## src/rtl/alu_arbiter.sv

```systemverilog
// Two-requester round-robin arbiter in front of a single shared combinational ALU.
// One operation is in flight at a time: accept (IDLE) -> execute (EXEC) -> respond (RESP).
module alu_arbiter #(
   parameter int unsigned DATA_WIDTH = 32,
   parameter int unsigned OP_WIDTH   = 4
) (
   input  logic                  clk,
   input  logic                  reset,
   input  logic                  req0_valid,
   input  logic [OP_WIDTH-1:0]   req0_op,
   input  logic [DATA_WIDTH-1:0] req0_a,
   input  logic [DATA_WIDTH-1:0] req0_b,
   output logic                  req0_ready,
   input  logic                  req1_valid,
   input  logic [OP_WIDTH-1:0]   req1_op,
   input  logic [DATA_WIDTH-1:0] req1_a,
   input  logic [DATA_WIDTH-1:0] req1_b,
   output logic                  req1_ready,
   output logic [OP_WIDTH-1:0]   alu_op,
   output logic [DATA_WIDTH-1:0] alu_a,
   output logic [DATA_WIDTH-1:0] alu_b,
   input  logic [DATA_WIDTH-1:0] alu_result,
   input  logic                  alu_zero,
   output logic                  resp0_valid,
   output logic                  resp1_valid,
   output logic [DATA_WIDTH-1:0] resp_result,
   output logic                  resp_zero,
   output logic                  busy
);

   typedef enum logic [1:0] {StIdle, StExec, StResp} state_e;

   state_e                state_q, state_d;
   logic                  last_grant_q;  // requester served most recently
   logic                  owner_q;       // requester owning the in-flight operation
   logic [OP_WIDTH-1:0]   alu_op_q;
   logic [DATA_WIDTH-1:0] alu_a_q, alu_b_q;
   logic [DATA_WIDTH-1:0] resp_result_q;
   logic                  resp_zero_q;
   logic                  grant0, grant1;
   logic                  accept0, accept1;

   // Next-state, round-robin grant and handshake/response decode
   always_comb begin
      state_d     = state_q;
      grant0      = 1'b0;
      grant1      = 1'b0;
      req0_ready  = 1'b0;
      req1_ready  = 1'b0;
      resp0_valid = 1'b0;
      resp1_valid = 1'b0;
      unique case (state_q)
         StIdle: begin
            if (req0_valid && req1_valid) begin
               // Contested: the requester not served last wins
               grant0 = last_grant_q;
               grant1 = !last_grant_q;
            end else begin
               grant0 = req0_valid;
               grant1 = req1_valid;
            end
            req0_ready = grant0 && !reset;
            req1_ready = grant1 && !reset;
            if (grant0 || grant1) state_d = StExec;
         end
         StExec: state_d = StResp;
         StResp: begin
            // Reset in this cycle abandons the response
            resp0_valid = !owner_q && !reset;
            resp1_valid = owner_q && !reset;
            state_d     = StIdle;
         end
         default: state_d = StIdle;
      endcase
   end

   assign accept0 = req0_valid && req0_ready;
   assign accept1 = req1_valid && req1_ready;

   // State register
   always_ff @(posedge clk) begin
      if (reset) state_q <= StIdle;
      else       state_q <= state_d;
   end

   // Issue registers on acceptance, result capture at the end of EXEC
   always_ff @(posedge clk) begin
      if (reset) begin
         last_grant_q  <= 1'b1;
         owner_q       <= 1'b0;
         alu_op_q      <= '0;
         alu_a_q       <= '0;
         alu_b_q       <= '0;
         resp_result_q <= '0;
         resp_zero_q   <= 1'b0;
      end else begin
         if (accept0) begin
            alu_op_q     <= req0_op;
            alu_a_q      <= req0_a;
            alu_b_q      <= req0_b;
            owner_q      <= 1'b0;
            last_grant_q <= 1'b0;
         end else if (accept1) begin
            alu_op_q     <= req1_op;
            alu_a_q      <= req1_a;
            alu_b_q      <= req1_b;
            owner_q      <= 1'b1;
            last_grant_q <= 1'b1;
         end
         if (state_q == StExec) begin
            resp_result_q <= alu_result;
            resp_zero_q   <= alu_zero;
         end
      end
   end

   assign alu_op      = alu_op_q;
   assign alu_a       = alu_a_q;
   assign alu_b       = alu_b_q;
   assign resp_result = resp_result_q;
   assign resp_zero   = resp_zero_q;
   assign busy        = (state_q != StIdle);

endmodule
```

## config.mk

```make
export PLATFORM = sky130hd
export DESIGN_NAME = alu_arbiter
export DESIGN_NICKNAME = d
export VERILOG_FILES = /design/src/rtl/alu_arbiter.sv
export SDC_FILE = /design/constraint.sdc
export NUM_CORES = 1
export LEC_CHECK = 0
export ABC_AREA = 1
export CAP_MARGIN = 5
export CORE_ASPECT_RATIO = 0.75
export CORE_MARGIN = 10
export CORE_UTILIZATION = 39
export DETAILED_ROUTE_END_ITERATION = 8
export PLACE_DENSITY_LB_ADDON = 0.25
export SYNTH_ARGS = -nofsm -noshare
export SYNTH_HDL_FRONTEND = slang
export SYNTH_SLANG_ARGS = --single-unit
```

## constraint.sdc

```tcl
create_clock -name clk -period 1.8 [get_ports clk]
set_input_delay 0.45 -clock clk [delete_from_list [all_inputs] [get_ports clk]]
set_output_delay 0.45 -clock clk [all_outputs]
set_load 0.1 [all_outputs]
```

# Yosys cells after proc, flatten, opt, wreduce, memory -nomap -nowiden

Index checks and enable logic that the tools add are counted.

Memory bits (read-only): 0
Memory bits (writable): 0
Bits in latches: 0
Input port bits: 173
Flip-flop bits (word level): 105
Output and inout port bits: 106
Memories: 0
Word-level logic and storage cells: 44

Add/subtract/negate cells: 0
Div/mod/pow operators: 0
Reductions and logical operators: 15
Equality and inequality tests: 3
Muxes and demuxes: 18
Bitwise operators: 0
Multipliers: 0
Shift-type cells: 0
Order comparisons: 0

Operators with widths:

| cell                                                                   | number |
|---|---|
| 32-bit 2-to-1 mux                                                      | 4 |
| 1-bit 2-to-1 mux                                                       | 10 |
| 4-bit 2-to-1 mux                                                       | 2 |
| 1-bit logical AND                                                      | 7 |
| 2-bit case mux with 2 select lines                                     | 1 |
| 2-bit nonzero test                                                     | 2 |
| 1-bit logical NOT                                                      | 3 |
| 2-bit by 1-bit equality test with 1-bit output (second input constant) | 1 |
| 2-bit equality test (second input constant)                            | 1 |
| 2-bit logical NOT                                                      | 1 |
| 2-bit 2-to-1 mux                                                       | 1 |
| 2-bit != test (second input constant)                                  | 1 |
| 2-bit OR reduction                                                     | 1 |
| 1-bit logical OR                                                       | 1 |

# Depth between registers and ports, before layout

Word-level depth: 8
Depth in mapped cells: 10

# Worst setup path before layout

OpenSTA, ideal clock, no wires.

Path type: input port to output port
Start point: in reset
End point: out resp0_valid
Data required time: 1.350 ns
Cell stages on the path: 3
Setup slack: -1.571 ns
Arrival time: 2.921 ns
Path through: buf_2 clkbuf_1 nor3_1

Word-level cells in the longest chain between the ends: 3

Ends and longest elaborated chain:

| what               | line | text |
|---|---|---|
| start: declaration | 8    | `input logic reset,` |
| 1-bit logical NOT  | 69   | `resp0_valid = !owner_q && !reset;` |
| 1-bit logical AND  | 69   |  |
| 1-bit 2-to-1 mux   | 52   | `unique case (state_q)` |
| end: declaration   | 24   | `output logic resp0_valid,` |

No other way between the ends.

# Final worst setup path

Start point: reg last_grant_q
End point: out req1_ready

Word-level cells in the longest chain between the ends: 5

Ends and longest elaborated chain:

| what                     | line | text |
|---|---|---|
| start: declaration       | 34   | `logic last_grant_q;` |
| start signal: assignment | 89   | `last_grant_q <= 1'b1;` |
| start signal: assignment | 102  | `last_grant_q <= 1'b0;` |
| start signal: assignment | 108  | `last_grant_q <= 1'b1;` |
| 1-bit logical NOT        | 57   | `grant1 = !last_grant_q;` |
| 1-bit 2-to-1 mux         | 54   | `if (req0_valid && req1_valid) begin` |
| 1-bit 2-to-1 mux         | 52   |  |
| 1-bit logical AND        | 63   | `req1_ready = grant1 && !reset;` |
| 1-bit 2-to-1 mux         | 52   |  |
| end: declaration         | 18   | `output logic req1_ready,` |

No other way between the ends. The select of a mux whose other input is x is not followed.

==> flow_metrics.py <==
metrics = {
    "place": {
        "portBuffers": 278,
        "dpl_cell_area_um2": 9020,
        "gp_congestion": 0.774,
        "place_ws_ns": -0.279,
        "placed_cells": 1175,
        "dp_hpwl_um": 15000,
    },
    "clock_network": {
        "cts-root-buf": "clkbuf_16",
        "numCtsBuffers": 9,
        "htree_levels": 3,
        "insertion_delay_ns": 0.33,
        "cts_max_path_buffers": 2,
        "cts_tree": "done",
        "clk_pin_slew_worst_paths_ns": 0.07,
        "ctsHoldBuffers": 0,
        "cts.sinks": 105,
    },
    "worst_setup_path": {
        "crit_path_top_delay_cell": "dfxtp_1",
        "path_class": "flip-flop to primary output",
        "critical_path.max_stage_delay_ns": 0.33,
        "worstPathCellList": "nand2_2 > buf_4 > nand3_1 > nor2_4 > buf_12",
        "crit_path_end_kind": "primary output",
        "required_ns": 1.35,
        "worst_ep_arrival_time_ns": 1.29,
        "critPathLaunchType": "flip-flop",
        "worstPathMaxFanout": 3,
    },
    "yosys": {
        "synth_area_um2": 4980,
        "ys_types": 18,
        "synthSimpleGateAreaFrac": 0.310,
        "yosysWarnings": 0,
        "synth_xor_area_frac": 0,
        "yosysTopAreaCellShare": 0.422,
        "ys_seq_area_frac": 0.422,
        "yosys.area.top_type": "dfxtp_1",
        "avgSynthCellArea_um2": 6.55,
        "synth_fa_ha_area_frac": 0,
        "yosys_register_bits": 105,
        "synth_mux_area_frac": 0,
        "synth_area_leaders": "dfxtp_1 42%, nand3_1 14%, nand2_1 11%",
        "synth-compound-area-share": 0.103,
        "syn_inst": 761,
        "synth_top_family_by_area": "simple AND/OR/NAND/NOR gates",
        "synth_nets": 934,
    },
    "sta": {
        "fin_ws_ns": 0.0608,
        "rsz0062_at_grt": "false",
        "final.setup_skew_ns": 0.00580,
        "tns_ns": 0,
        "worstMarginPinSlew_ns": 0.456,
        "max_freq_mhz": 575,
        "min_period_over_period": 0.966,
        "hold_violations": 0,
        "setup_viol": 0,
        "relSlewSlack": 0.696,
        "finalCriticalPeriod_ns": 1.74,
        "slew_violations": 0,
        "hold-worst-slack_ns": 0.494,
    },
    "floorplan": {
        "coreArea_um2": 12400,
        "rows": 35,
        "die_area_um2": 17700,
        "die_x_um": 151,
        "ios": 279,
        "die_y_um": 118,
        "start_util": 0.402,
    },
    "global_route": {
        "grt_pass1_wl_um": 30000,
        "grt_max_degree": 42,
        "overflow": 0,
        "antenna_found_initial": 1,
        "grt_pass1_vias": 5589,
        "grt_usage": 0.209,
    },
    "hold_path": {
        "hold_class": "flip-flop to flip-flop",
    },
    "pwr": {
        "power.total_mw": 9.69,
        "p_leak_nw": 4.38,
        "ir_drop_v": 0.000619,
        "p_per_area_nw_per_um2": 1030,
    },
    "routing": {
        "viasPerCell": 4.76,
        "drt_iter0_markers": 248,
        "ant_nets": 0,
        "drc_errors": 0,
        "post_drt_wl_per_cell_um": 16.1,
        "wl_um": 19200,
        "first_pass_iters": 4,
        "vias": 5698,
    },
    "final_layout": {
        "final_common_cell": "clkdlybuf4s50_1",
        "final_cell_count_no_fill": 1197,
        "syn_to_final_growth_pct": 88.4,
        "drive_above_1_share": 0.165,
        "n_fill_cell": 934,
        "final_core_util": 0.757,
        "layout.nets": 1198,
        "final_cell_mix": "169 x clkdlybuf4s50_1, 140 x nand2_1, 139 x inv_1",
        "fin_area_um2": 9390,
    },
    "status": {
        "status": "completed",
    },
    "flow_run": {
        "maxCapViolations": 0,
    },
}
[cell usage after synthesis, drive strengths merged]
cell type,number
nand2,146
inv,144
nand3,138
dfxtp,105
nor2,72
a21oi,69
buf,38
o21ai,34
clkbuf,14
nor3,1
[flip-flops by register name (all words and copies together), names as in the netlist]
register      flops
alu_a            32
alu_b            32
resp_result      32
alu_op            4
state_q           2
last_grant_q      1
owner_q           1
resp_zero         1
[timing repair]
action,4_1_cts,5_1_grt
setup endpoints to repair,2,2
resized for setup,5,6
gates cloned,0,0
setup buffers,1,4
pin swaps,2,5
hold endpoints to repair,0,0
[cells by family after synthesis]
group | after synthesis
buffers and inverters | 196
AOI/OAI and AO/OA | 103
DFF | 105
and+or+nand+nor | 357
[metal layers]
layer	GRT usage	wire, µm	share of wire
met2	0.370	9740	0.51
met4	0.0612	443	0.023
met3	0.0876	1830	0.095
met1	0.220	7230	0.38
met5	0	0	0
[power breakdown]
| part | internal, mW | switching (mW) | leakage, nW | total, mW |
|---|---|---|---|---|
| clock | 1.16 | 0.879 | 0.148 | 2.04 |
| sequential | 2.61 | 0.289 | 0.875 | 2.90 |
| combinational | 1.75 | 2.99 | 3.35 | 4.75 |
| total | 5.53 | 4.16 | 4.38 | 9.69 |
[path summary, 6_finish.rpt]
check | start | end | slack (ns) | cells past startpoint
worst max-delay path | last_grant_q | req1_ready | 0.06 | 5
worst max register to register | last_grant_q | alu_b[23] | 0.35 | 9
worst min-delay path | last_grant_q | last_grant_q | 0.49 | 2
worst min register to register | last_grant_q | last_grant_q | 0.49 | 2
[worst max-delay path, delay by kind of cell, from the launching register on]
family / cells / cell delay (ns)
simple gates: 3 / 0.35
buf+inv: 2 / 0.28
flops: 1 / 0.33
[cell type report]
type / instances / area, µm² / area share
timing repair buffer: 305 / 4100 / 0.437
multi-input combinational: 460 / 2110 / 0.225
sequential: 105 / 2100 / 0.224
inverter: 144 / 549 / 0.0585
clock buffer: 11 / 253 / 0.0269
tap: 166 / 208 / 0.0221
clock inverter: 5 / 62.6 / 0.00666
antenna: 1 / 2.50 / 0.000267
No activity file was read; power rests on OpenSTA's default activity.
